$ cat src/rtl/uart_pkg.sv
// Shared definitions for the UART/ALU byte controller: FSM state encoding,
// default widths and the ALU opcode set used by the ALU and the bench.
package uart_pkg;

  localparam int DBIT_DEF  = 8;
  localparam int NB_OP_DEF = 6;

  // Controller states, 3-bit encoding
  localparam logic [2:0] WAIT_A  = 3'd0;
  localparam logic [2:0] WAIT_B  = 3'd1;
  localparam logic [2:0] WAIT_OP = 3'd2;
  localparam logic [2:0] CALC    = 3'd3;
  localparam logic [2:0] SEND    = 3'd4;
  localparam logic [2:0] WAIT_TX = 3'd5;

  // ALU opcodes (MIPS funct-style)
  localparam logic [NB_OP_DEF-1:0] ALU_ADD = 6'h20;
  localparam logic [NB_OP_DEF-1:0] ALU_SUB = 6'h22;
  localparam logic [NB_OP_DEF-1:0] ALU_AND = 6'h24;
  localparam logic [NB_OP_DEF-1:0] ALU_OR  = 6'h25;
  localparam logic [NB_OP_DEF-1:0] ALU_XOR = 6'h26;
  localparam logic [NB_OP_DEF-1:0] ALU_NOR = 6'h27;
  localparam logic [NB_OP_DEF-1:0] ALU_SRA = 6'h03;
  localparam logic [NB_OP_DEF-1:0] ALU_SRL = 6'h02;

endpackage

$ cat src/rtl/uart_alu_if_if.sv
// Bus bundle between the controller and its UART rx/tx and ALU neighbours.
// master: the controller side; slave: the environment (UART + ALU).
interface uart_alu_if_if #(
  parameter int DBIT  = 8,
  parameter int NB_OP = 6
);
  logic             i_rx_done;
  logic [DBIT-1:0]  i_rx_data;
  logic [DBIT-1:0]  i_alu_result;
  logic             i_tx_done;
  logic [DBIT-1:0]  o_alu_a;
  logic [DBIT-1:0]  o_alu_b;
  logic [NB_OP-1:0] o_alu_op;
  logic             o_tx_start;
  logic [DBIT-1:0]  o_tx_data;
  logic             o_drop;
  logic             o_timeout;

  modport master (
    input  i_rx_done, i_rx_data, i_alu_result, i_tx_done,
    output o_alu_a, o_alu_b, o_alu_op, o_tx_start, o_tx_data, o_drop, o_timeout
  );

  modport slave (
    output i_rx_done, i_rx_data, i_alu_result, i_tx_done,
    input  o_alu_a, o_alu_b, o_alu_op, o_tx_start, o_tx_data, o_drop, o_timeout
  );
endinterface

$ cat src/rtl/uart_if_timer.sv
// Inter-byte timeout counter. Counts while enabled, clears on request,
// and flags expiry in the cycle the count sits at TIMEOUT_CYC-1.
module uart_if_timer #(
  parameter int unsigned TIMEOUT_CYC = 1_000_000
) (
  input  logic i_clk,
  input  logic i_rst,
  input  logic clear,
  input  logic enable,
  output logic expire
);
  localparam int CW = $clog2(TIMEOUT_CYC);

  logic [CW-1:0] cnt;

  assign expire = enable && (cnt == CW'(TIMEOUT_CYC - 1));

  // count up while enabled; wrap to 0 on expiry so a stale count never lingers
  always_ff @(posedge i_clk) begin
    if (i_rst || clear)  cnt <= '0;
    else if (enable)     cnt <= expire ? '0 : cnt + 1'b1;
  end
endmodule

$ cat src/rtl/uart_alu_if.sv
// Byte controller between UART rx and tx: gathers A, B, opcode, presents them
// to the combinational ALU, captures the result and issues a one-cycle
// transmit start, then waits for tx completion.
// Optional inter-byte timeout: define UART_IF_TIMEOUT_EN.
module uart_alu_if
  import uart_pkg::*;
#(
  parameter int          DBIT        = DBIT_DEF,
  parameter int          NB_OP       = NB_OP_DEF,
  parameter int unsigned TIMEOUT_CYC = 1_000_000
) (
  input  logic                 i_clk,
  input  logic                 i_rst,
  uart_alu_if_if.master        bus
);
  logic [2:0]       state;
  logic [DBIT-1:0]  a_reg, b_reg, result_reg;
  logic [NB_OP-1:0] op_reg;
  logic             drop_q, timeout_q;
  logic             tmo_fire;

`ifdef UART_IF_TIMEOUT_EN
  logic tmr_en, tmr_expire;

  // timer runs only while a partial set is pending; any accepted byte restarts it
  assign tmr_en   = (state == WAIT_B) || (state == WAIT_OP);
  assign tmo_fire = tmr_expire && !bus.i_rx_done;

  uart_if_timer #(.TIMEOUT_CYC(TIMEOUT_CYC)) u_timer (
    .i_clk  (i_clk),
    .i_rst  (i_rst),
    .clear  (bus.i_rx_done || !tmr_en),
    .enable (tmr_en),
    .expire (tmr_expire)
  );
`else
  assign tmo_fire = 1'b0;
`endif

  // sequencing FSM plus the registered drop/timeout pulses
  always_ff @(posedge i_clk) begin
    if (i_rst) begin
      state     <= WAIT_A;
      drop_q    <= 1'b0;
      timeout_q <= 1'b0;
    end else begin
      drop_q    <= 1'b0;
      timeout_q <= 1'b0;
      case (state)
        WAIT_A:  if (bus.i_rx_done) state <= WAIT_B;
        WAIT_B:  begin
          if (bus.i_rx_done)  state <= WAIT_OP;
          else if (tmo_fire) begin
            state     <= WAIT_A;
            timeout_q <= 1'b1;
          end
        end
        WAIT_OP: begin
          if (bus.i_rx_done)  state <= CALC;
          else if (tmo_fire) begin
            state     <= WAIT_A;
            timeout_q <= 1'b1;
          end
        end
        CALC:    begin
          state  <= SEND;
          drop_q <= bus.i_rx_done;
        end
        SEND:    begin
          state  <= WAIT_TX;
          drop_q <= bus.i_rx_done;
        end
        WAIT_TX: begin
          if (bus.i_tx_done) state <= WAIT_A;
          drop_q <= bus.i_rx_done;
        end
        default: state <= WAIT_A;
      endcase
    end
  end

  // operand/result capture; registers hold until their next load
  always_ff @(posedge i_clk) begin
    if (i_rst) begin
      a_reg      <= '0;
      b_reg      <= '0;
      op_reg     <= '0;
      result_reg <= '0;
    end else begin
      if (state == WAIT_A  && bus.i_rx_done) a_reg  <= bus.i_rx_data;
      if (state == WAIT_B  && bus.i_rx_done) b_reg  <= bus.i_rx_data;
      if (state == WAIT_OP && bus.i_rx_done) op_reg <= bus.i_rx_data[NB_OP-1:0];
      if (state == CALC)                     result_reg <= bus.i_alu_result;
    end
  end

  assign bus.o_alu_a    = a_reg;
  assign bus.o_alu_b    = b_reg;
  assign bus.o_alu_op   = op_reg;
  assign bus.o_tx_data  = result_reg;
  assign bus.o_tx_start = (state == SEND);
  assign bus.o_drop     = drop_q;
  assign bus.o_timeout  = timeout_q;
endmodule
$ cat src/flat_wrapper.sv
// flat-port wrapper written by rule: the top's interface ports become plain ports
module uart_alu_if_flat import uart_pkg::*;
#(
  parameter int          DBIT        = DBIT_DEF,
  parameter int          NB_OP       = NB_OP_DEF,
  parameter int unsigned TIMEOUT_CYC = 1_000_000
)
  (i_clk, i_rst, bus_i_rx_done, bus_i_rx_data, bus_i_alu_result, bus_i_tx_done, bus_o_alu_a, bus_o_alu_b, bus_o_alu_op, bus_o_tx_start, bus_o_tx_data, bus_o_drop, bus_o_timeout);
  uart_alu_if_if #(.DBIT(DBIT), .NB_OP(NB_OP)) bus_i ();
  input  logic i_clk;
  input  logic i_rst;
  input wire logic [$bits(bus_i.i_rx_done)-1:0] bus_i_rx_done;
  input wire logic [$bits(bus_i.i_rx_data)-1:0] bus_i_rx_data;
  input wire logic [$bits(bus_i.i_alu_result)-1:0] bus_i_alu_result;
  input wire logic [$bits(bus_i.i_tx_done)-1:0] bus_i_tx_done;
  output wire logic [$bits(bus_i.o_alu_a)-1:0] bus_o_alu_a;
  output wire logic [$bits(bus_i.o_alu_b)-1:0] bus_o_alu_b;
  output wire logic [$bits(bus_i.o_alu_op)-1:0] bus_o_alu_op;
  output wire logic [$bits(bus_i.o_tx_start)-1:0] bus_o_tx_start;
  output wire logic [$bits(bus_i.o_tx_data)-1:0] bus_o_tx_data;
  output wire logic [$bits(bus_i.o_drop)-1:0] bus_o_drop;
  output wire logic [$bits(bus_i.o_timeout)-1:0] bus_o_timeout;
  assign bus_i.i_rx_done = bus_i_rx_done;
  assign bus_i.i_rx_data = bus_i_rx_data;
  assign bus_i.i_alu_result = bus_i_alu_result;
  assign bus_i.i_tx_done = bus_i_tx_done;
  assign bus_o_alu_a = bus_i.o_alu_a;
  assign bus_o_alu_b = bus_i.o_alu_b;
  assign bus_o_alu_op = bus_i.o_alu_op;
  assign bus_o_tx_start = bus_i.o_tx_start;
  assign bus_o_tx_data = bus_i.o_tx_data;
  assign bus_o_drop = bus_i.o_drop;
  assign bus_o_timeout = bus_i.o_timeout;
  uart_alu_if #(.DBIT(DBIT), .NB_OP(NB_OP), .TIMEOUT_CYC(TIMEOUT_CYC)) u_core (.i_clk(i_clk), .i_rst(i_rst), .bus(bus_i));
endmodule
$ cat config.mk
export PLATFORM = sky130hd
export DESIGN_NAME = uart_alu_if_flat
export DESIGN_NICKNAME = d
export VERILOG_FILES = /design/src/rtl/uart_pkg.sv /design/src/rtl/uart_alu_if_if.sv /design/src/rtl/uart_if_timer.sv /design/src/rtl/uart_alu_if.sv /design/src/flat_wrapper.sv
export SDC_FILE = /design/constraint.sdc
export NUM_CORES = 1
export LEC_CHECK = 0
export CAP_MARGIN = 10
export CORE_AREA = 2 2 52 54
export CTS_BUF_LIST = sky130_fd_sc_hd__clkbuf_4 sky130_fd_sc_hd__clkbuf_8
export DETAILED_ROUTE_END_ITERATION = 7
export DIE_AREA = 0 0 54 56
export DONT_BUFFER_PORTS = 1
export PLACE_DENSITY_LB_ADDON = 0.08
export SYNTH_ARGS = -nofsm -noshare
export SYNTH_HDL_FRONTEND = slang
export SYNTH_SLANG_ARGS = --single-unit
$ cat constraint.sdc
create_clock -name i_clk -period 1.5 [get_ports i_clk]
set_input_delay 0.15 -clock i_clk [delete_from_list [all_inputs] [get_ports i_clk]]
set_output_delay 0.15 -clock i_clk [all_outputs]
set_load 0.005 [all_outputs]
## Word-level counts from Yosys, hierarchy flattened

Index checks and enable logic that the tools add are counted.

- Flip-flop bits (word level): 34
- Bits in latches: 0
- RAM bits: 0
- Bits in read-only memories: 0
- Bits of input ports: 20
- Output and inout bits: 33
- Logic and storage cells: 28
- Memories: 0

- Add/subtract/negate cells: 0
- Multipliers: 0
- Div/mod/pow operators: 0
- $lt $le $gt $ge: 0
- Equality and inequality tests: 9
- Shift operators: 0
- Mux-type cells: 5
- Bitwise operators: 1
- Reductions and logical operators: 7

Operators with widths:

| operator | count |
|---|---|
| one-hot mux 3 bit (6 select lines) | 1 |
| 2-to-1 mux 3 bit | 4 |
| != test 2 bit, second input constant | 4 |
| == test 3 x 2 -> 1 bit, second input constant | 2 |
| == test 3 bit, second input constant | 2 |
| AND reduction 4 bit | 1 |
| == test 3 x 1 -> 1 bit, second input constant | 1 |
| logical AND 1 bit | 3 |
| logical NOT 3 bit | 1 |
| OR reduction 3 bit | 1 |
| OR reduction 2 bit | 1 |
| NOT 1 bit | 1 |

## Depth between registers and ports, before layout

Gate-level depths: netlist (run 1).

- Depth after elaboration: 4
- Depth in mapped cells: 5
- Gate-level depth less buffers: 3

## Worst setup path after synthesis (run 1)

No wires, ideal clock.

- Kind: reg2reg
- From: register u_core.state[2]
- To: register u_core.a_reg[0], in the netlist u_core.bus.o_alu_a[0]
- Library setup time: 0.120 ns
- Data arrival time: 1.129 ns
- Data required time: 1.380 ns
- Path slack: 0.252 ns
- Cell stages (with the launch flop): 5
- Path buffers: 1
- Clock period less this slack: 1.248 ns
- Cell sequence: dfxtp_1 > or4b_1 > buf_2 > nand2_1 > a21oi_1

- Cells in the longest elaborated chain, start to end: 2

Ends and longest elaborated chain:

| what | line | RTL |
|---|---|---|
| from (decl) | uart_alu_if.sv:16 | `logic [2:0] state;` |
| from (signal assigned) | uart_alu_if.sv:43 | `state <= WAIT_A;` |
| from (signal assigned) | uart_alu_if.sv:50 | `WAIT_A: if (bus.i_rx_done) state <= WAIT_B;` |
| from (signal assigned) | uart_alu_if.sv:52 | `if (bus.i_rx_done) state <= WAIT_OP;` |
| logical NOT 3 bit | uart_alu_if.sv:90 | `if (state == WAIT_A && bus.i_rx_done) a_reg <= bus.i_rx_data;` |
| logical AND 1 bit | uart_alu_if.sv:90 |  |
| to (signal assigned) | uart_alu_if.sv:90 |  |
| to (decl) | uart_alu_if.sv:17 | `logic [DBIT-1:0] a_reg, b_reg, result_reg;` |

No other way between the ends.
A chain may end at the register's enable or synchronous reset.

## Worst setup path after layout (run 1)

- From: register u_core.state[2]
- To: output port bus_o_tx_start

- Cells in the longest elaborated chain, start to end: 1

Ends and longest elaborated chain:

| what | line | RTL |
|---|---|---|
| == test 3 bit | uart_alu_if.sv:101 | `assign bus.o_tx_start = (state == SEND);` |
| to (decl) | flat_wrapper.sv:19 | `output wire logic [$bits(bus_i.o_tx_start)-1:0] bus_o_tx_start;` |

No other way between the ends.

==> results.yml, run 1 <==
logic_synthesis:
  netlist-cell-type-count: 20
  synth_warnings: 0
  post_synth_inst_count: 130
  syn-num-nets: 150
  synth.ff_latch_count: 34
  synth_area_mm2: 0.00129
  seq_area_frac_synth_pct: 52.7
  synth_area_per_cell_um2: 9.94
placement:
  placed_cells_incl_taps: 152
  placement.io_buffers: 0
  gp_congestion: 0.690
  pre_cts_ws_ns: 0.145
  placed_cell_area_mm2: 0.00129
  detailed_place_hpwl_um: 1670
sta:
  final.period_utilization_pct: 92.7
  maxSlewHeadroom_pct: 25.9
  unrepaired_setup_endpoints_after_global_routing: "false"
  actual_transition_at_the_worst_max_transition_pin_ns: 1.11
  finalSetupTns_ns: 0
  max_freq_mhz: 719
  setup_viol: 0
  hold_viol_final: 0
  final-max-slew-violation-count: 0
  period_minus_slack_ns: 1.39
  final.setup.worst_slack_ns: 0.110
  skew_ns: 0.00394
routing:
  drt_pass1_iterations: 4
  post_drt_via_cell_ratio: 5.19
  antenna_left: 0
  num_vias: 924
  wire_per_inst_um: 14.3
  totalWireLength_um: 2540
  drt_iter0_markers: 15
  drc: 0
worst_setup_path:
  worstPathCellList: "or2b_1 -> nor2_1"
  cp_slowest_stage_delay_ns: 0.49
  criticalPathCategory: "flip-flop to output pin"
  critical_path.top_delay_family: "flip-flops"
  critical_path.max_fanout: 9
  critical_path_buf_inv_count: 0
  setup.worst_path.end_class: "output pin"
  cp_data_required_time_ns: 1.35
  timing.critical_path.arrival_ns: 1.24
  nature_of_the_critical_path_startpoint: "flip-flop"
  critical-path-slowest-cell: "sky130_fd_sc_hd__dfxtp_1"
job:
  max_cap_violations: 0
layout:
  area_growth_syn_to_layout_pct: 19.0
  finalInstanceArea_mm2: 0.00154
  num-nets-final: 167
  layout-drive-gt1-share_pct: 10.1
  final_util_pct: 63.2
  layout.cells.most_common_list: "sky130_fd_sc_hd__dfxtp_1 (34), sky130_fd_sc_hd__nor2_1 (23), sky130_fd_sc_hd__mux2i_1 (22)"
  finalNonFillerCells: 178
  antenna-diode-count: 0
  final_common_cell: "sky130_fd_sc_hd__dfxtp_1"
floorplan:
  die_height_um: 56
  top_level_i_o_count: 53
  initial_core_util_pct: 53.1
  placementRows: 18
  dieArea_mm2: 0.00302
  die_extent_in_x_um: 54
  core_mm2: 0.00243
clock_network:
  cts.clk_slew.worst_paths_ns: 0.09
  htree_levels: 2
  cts_root_buf: "sky130_fd_sc_hd__clkbuf_4"
  tritoncts_clock_tree: "built"
  clkLatencyLatePin_ns: 0.32
  post-cts-setup-buffers: 0
  clock-sinks: 34
  clockBufferDepth: 2
  cts_inserted_buffers: 5
global_routing:
  total_track_usage_pct: 18.3
  initial_antenna_violation_count: 0
  grt_util_met2_pct: 25.4
  gr-usage-met3_pct: 10.8
  busiest_metal_layer_after_global_routing: "met2"
  grt_overflow: 0
  grt_max_degree: 35
  grt_first_pass_wirelength_um: 3920
  via_count_of_the_first_global_routing_pass: 836
  grt.met1_usage_pct: 22.7
power:
  seq_power_share_pct: 58.3
  pwr_density_cell_mw_per_mm2: 1080
  vdd_ir_max_mv: 0.726
  net-switching-power_w: 0.000394
  share_clk_of_total_power_pct: 31.9
  p_sw_share_pct: 23.7
  internal_power_w: 0.00127
  comb_power_share_pct: 9.8
  static-leakage-power_nw: 0.632
hold_path:
  timing.hold.worst.class: "input port to flip-flop"
run_status:
  run_status: "completed"
repair_timing:
item / in CTS / in global routing
resized for setup: 0 / 2
hold buffers: 18 / 0
setup endpoints to repair: 0 / 8
endpoints found under the hold margin: 34 / 0
worst paths after layout:
check	from	end	slack, ns	cells past startpoint
setup / recovery	u_core.state[2]	bus_o_tx_start	0.11	2
hold / removal	bus_i_rx_done	u_core.state[0]	0.03	2
setup reg to reg	u_core.state[1]	u_core.bus.o_alu_b[1]	0.12	3
hold reg to reg	u_core.bus.o_alu_a[6]	u_core.bus.o_alu_a[6]	0.48	2
metrics by stage:
stage | total power, W | hold slack [ns]
global placement | 0.00109 | 0.223
CTS | 0.00169 | 0.00536
floorplan | 0.00109 | 0.279
finish | 0.00166 | 0.0265
detailed placement | 0.00109 | 0.225
global route | 0.00176 | 0.00104
registers in the layout (all words and copies together) (netlist names):
name and count:
u_core.bus.o_drop 1, u_core.bus.o_alu_op 6, u_core.bus.o_alu_b 8, u_core.bus.o_tx_data 8
u_core.state 3, u_core.bus.o_alu_a 8
cell type report:
cell class,instances,area (um^2)
fill,225,895
clock inverter,1,5.00
sequential,34,681
clock buffer,7,58.8
tap,30,37.5
timing repair buffer,20,198
multi-input combinational,86,558
Yosys cell counts, drive strengths merged:
library cell	n	share of area, %
dfxtp	34	53
nor2	23	6.7
mux2i	22	17
nand2	16	4.6
a21oi	10	3.9
buf	7	3.5
clkbuf	3	0.97
and4bb	2	1.9
nand2b	2	0.97
nand3b	2	1.2
or4b	2	1.5
a211oi	1	0.58
a21o	1	0.58
a31oi	1	0.48
conb	1	0.29
nor4b	1	1.8
or2b	1	0.58
or3b	1	0.68
cell families after synthesis:
| group | Yosys count | synth area share (%) |
|---|---|---|
| and+or+nand+nor | 50 | 20.0 |
| DFF | 34 | 52.7 |
| muxes | 22 | 17.0 |
| AOI/OAI and AO/OA | 13 | 5.52 |
| buffers and inverters | 10 | 4.45 |
| other | 1 | 0.290 |
power by group through the flow:
stage | sequential, W | clock (W) | combinational (W)
after CTS | 0.000970 | 0.000560 | 0.000160
after global placement | 0.000990 | 0 | 0.000100
after floorplan | 0.000980 | 0 | 0.000110
after global routing | 0.000976 | 0.000602 | 0.000180
after detailed placement | 0.000991 | 0 | 0.000103
final | 0.000969 | 0.000531 | 0.000163
layer usage:
metal | share of wire, % | routed length (um)
met1 | 44 | 1110
met2 | 46 | 1160
met3 | 8.9 | 226
met4 | 1.6 | 40
met5 | 0 | 0
Note: power is estimated with default switching activity, not from simulation.
==> run 2: changes to the inputs <==
==> constraint.sdc (replaced) <==
create_clock -name i_clk -period 1.5 [get_ports i_clk]
set_input_delay 0.15 -clock i_clk [delete_from_list [all_inputs] [get_ports i_clk]]
set_output_delay 0.15 -clock i_clk [all_outputs]
set_load 0.01 [all_outputs]
==> run 2 against run 1 <==
  * Clock skew down 0.00085 ns
  * Sequential share of layout area increased by 0.15 points
  * Flip-flop and latch count unchanged
  * Core utilization is 0.10 points lower
  * Clock power barely moved
  * Design area decreased by 0.16%
  * Clock-buffer cell count unchanged
  * Non-clock buffer count stayed put
  * Largest cell class unchanged
  * Largest power group unchanged
  * Highest routed layer unchanged
==> results.yml, run 2 (same netlist as run 1, synthesis figures left out) <==
clock_network:
  clkLatencyLatePin_ns: 0.33
  cts_inserted_buffers: 5
  clockBufferDepth: 2
  cts.clk_slew.worst_paths_ns: 0.09
  htree_levels: 2
  tritoncts_clock_tree: "built"
  cts_root_buf: "sky130_fd_sc_hd__clkbuf_4"
  clock-sinks: 34
  post-cts-setup-buffers: 0
worst_setup_path:
  nature_of_the_critical_path_startpoint: "flip-flop"
  worst_r2r_endpoint: "u_core.bus.o_alu_a[7]"
  critical_path.max_fanout: 9
  setup.worst_path.end_class: "flip-flop"
  critical-path-slowest-cell: "sky130_fd_sc_hd__or4b_1"
  critical_path_buf_inv_count: 0
  criticalPathCategory: "flip-flop to flip-flop"
  reg2reg_setup_slack_ns: 0.10
  cp_slowest_stage_delay_ns: 0.64
  timing.critical_path.arrival_ns: 1.56
  cp_data_required_time_ns: 1.66
  worstPathCellList: "or4b_1 -> nand2_1 -> a21oi_1"
  worst-r2r-cell-count: 3
  critical_path.top_delay_family: "simple AND/OR/NAND/NOR gates"
  worst_r2r_startpoint: "u_core.state[1]"
layout:
  filler_cell_count: 224
  layout.cells.most_common_list: "sky130_fd_sc_hd__dfxtp_1 (33), sky130_fd_sc_hd__nor2_1 (23), sky130_fd_sc_hd__mux2i_1 (22)"
  finalInstanceArea_mm2: 0.00154
  num-nets-final: 167
  layout-drive-gt1-share_pct: 10.1
  finalNonFillerCells: 178
  final_common_cell: "sky130_fd_sc_hd__dfxtp_1"
  area_growth_syn_to_layout_pct: 18.8
  antenna-diode-count: 0
power:
  pwr_density_cell_mw_per_mm2: 1090
  finalPower_w: 0.00167
  static-leakage-power_nw: 0.632
  vdd_ir_max_mv: 0.729
hold_path:
  min_from: "bus_i_rx_done"
  hold_path_end: "u_core.state[0]"
  whs_path_depth: 2
  timing.hold.worst.class: "input port to flip-flop"
global_routing:
  via_count_of_the_first_global_routing_pass: 836
  grt_overflow: 0
  grt_first_pass_wirelength_um: 3920
  grt_max_degree: 35
  initial_antenna_violation_count: 0
  total_track_usage_pct: 18.3
placement:
  detailed_place_hpwl_um: 1670
  gp_congestion: 0.690
  placed_cells_incl_taps: 152
  placed_cell_area_mm2: 0.00129
  pre_cts_ws_ns: 0.145
  placement.io_buffers: 0
sta:
  hold_viol_final: 0
  actual_transition_at_the_worst_max_transition_pin_ns: 1.14
  final.period_utilization_pct: 93.1
  skew_ns: 0.00309
  final.setup.worst_slack_ns: 0.103
  period_minus_slack_ns: 1.40
  setup_viol: 0
  unrepaired_setup_endpoints_after_global_routing: "false"
  maxSlewHeadroom_pct: 24.3
  final-max-slew-violation-count: 0
  finalSetupTns_ns: 0
  max_freq_mhz: 716
floorplan:
  dieArea_mm2: 0.00302
  placementRows: 18
  core_mm2: 0.00243
  initial_core_util_pct: 53.1
  die_height_um: 56
  die_extent_in_x_um: 54
  top_level_i_o_count: 53
routing:
  drt_iter0_markers: 15
  wire_per_inst_um: 14.3
  drt_pass1_iterations: 4
  totalWireLength_um: 2540
  antenna_left: 0
  post_drt_via_cell_ratio: 5.19
  num_vias: 923
  drc: 0
job:
  max_cap_violations: 0
run_status:
  run_status: "completed"
==> run 2: repair_timing <==
item                                    in CTS  in global routing
resized for setup                            0                  2
hold buffers                                18                  0
hold endpoints to repair                    34                  0
endpoints found under the setup margin       0                  9
==> run 2: layout make-up <==
type                    count  area (um^2)  share of cell area, %
repair buffers             20          198                   12.9
well taps                  30         37.5                   2.44
multi-input cells          86          554                   36.1
clock buffers               7         58.8                   3.83
flip-flops and latches     34          682                   44.4
clock inverters             1         5.00                  0.326
==> run 2: where the power goes <==
part / switching, W / total, W / internal, W
logic: 0.0000770 / 0.000161 / 0.0000841
clock network: 0.000287 / 0.000532 / 0.000245
registers: 0.0000426 / 0.000980 / 0.000938
==> run 2: stage by stage <==
stage	utilization (%)	hold slack (ns)
after floorplan	-	0.279
after global placement	52.9	0.223
after detailed placement	52.9	0.225
after CTS	63.0	0.00536
after global routing	63.1	0.00104
final	63.1	0.0248
==> run 2: worst max path at each step <==
| stage | slack (ns) | start | endpoint | cells past startpoint |
|---|---|---|---|---|
| after detailed placement | 0.14 | u_core.state[2] | u_core.bus.o_alu_a[7] | 3 |
| final | 0.10 | u_core.state[1] | u_core.bus.o_alu_a[7] | 3 |
| after floorplan | 0.25 | u_core.state[2] | u_core.bus.o_alu_a[0] | 4 |
| after global routing | 0.01 | u_core.state[1] | u_core.bus.o_alu_a[1] | 3 |
| after CTS | 0.03 | u_core.state[2] | bus_o_tx_start | 2 |
| after global placement | 0.16 | u_core.state[2] | u_core.bus.o_alu_a[3] | 3 |
==> run 2: routing by layer <==
metal | global-route usage (%) | vias to the layer above | share of wire [%]
li1 | - | 467 | -
met1 | 22.7 | 417 | 44
met2 | 25.4 | 33 | 46
met3 | 10.8 | 6 | 8.9
met4 | 7.50 | 0 | 1.6
met5 | 0 | - | 0
==> run 2: worst reg2reg max path: cells and delay by family (launching register included) <==
family	cells	cell delay (ns)
DFF	1	0.41
AOI/OAI and AO/OA	1	0.07
and+or+nand+nor	2	0.76
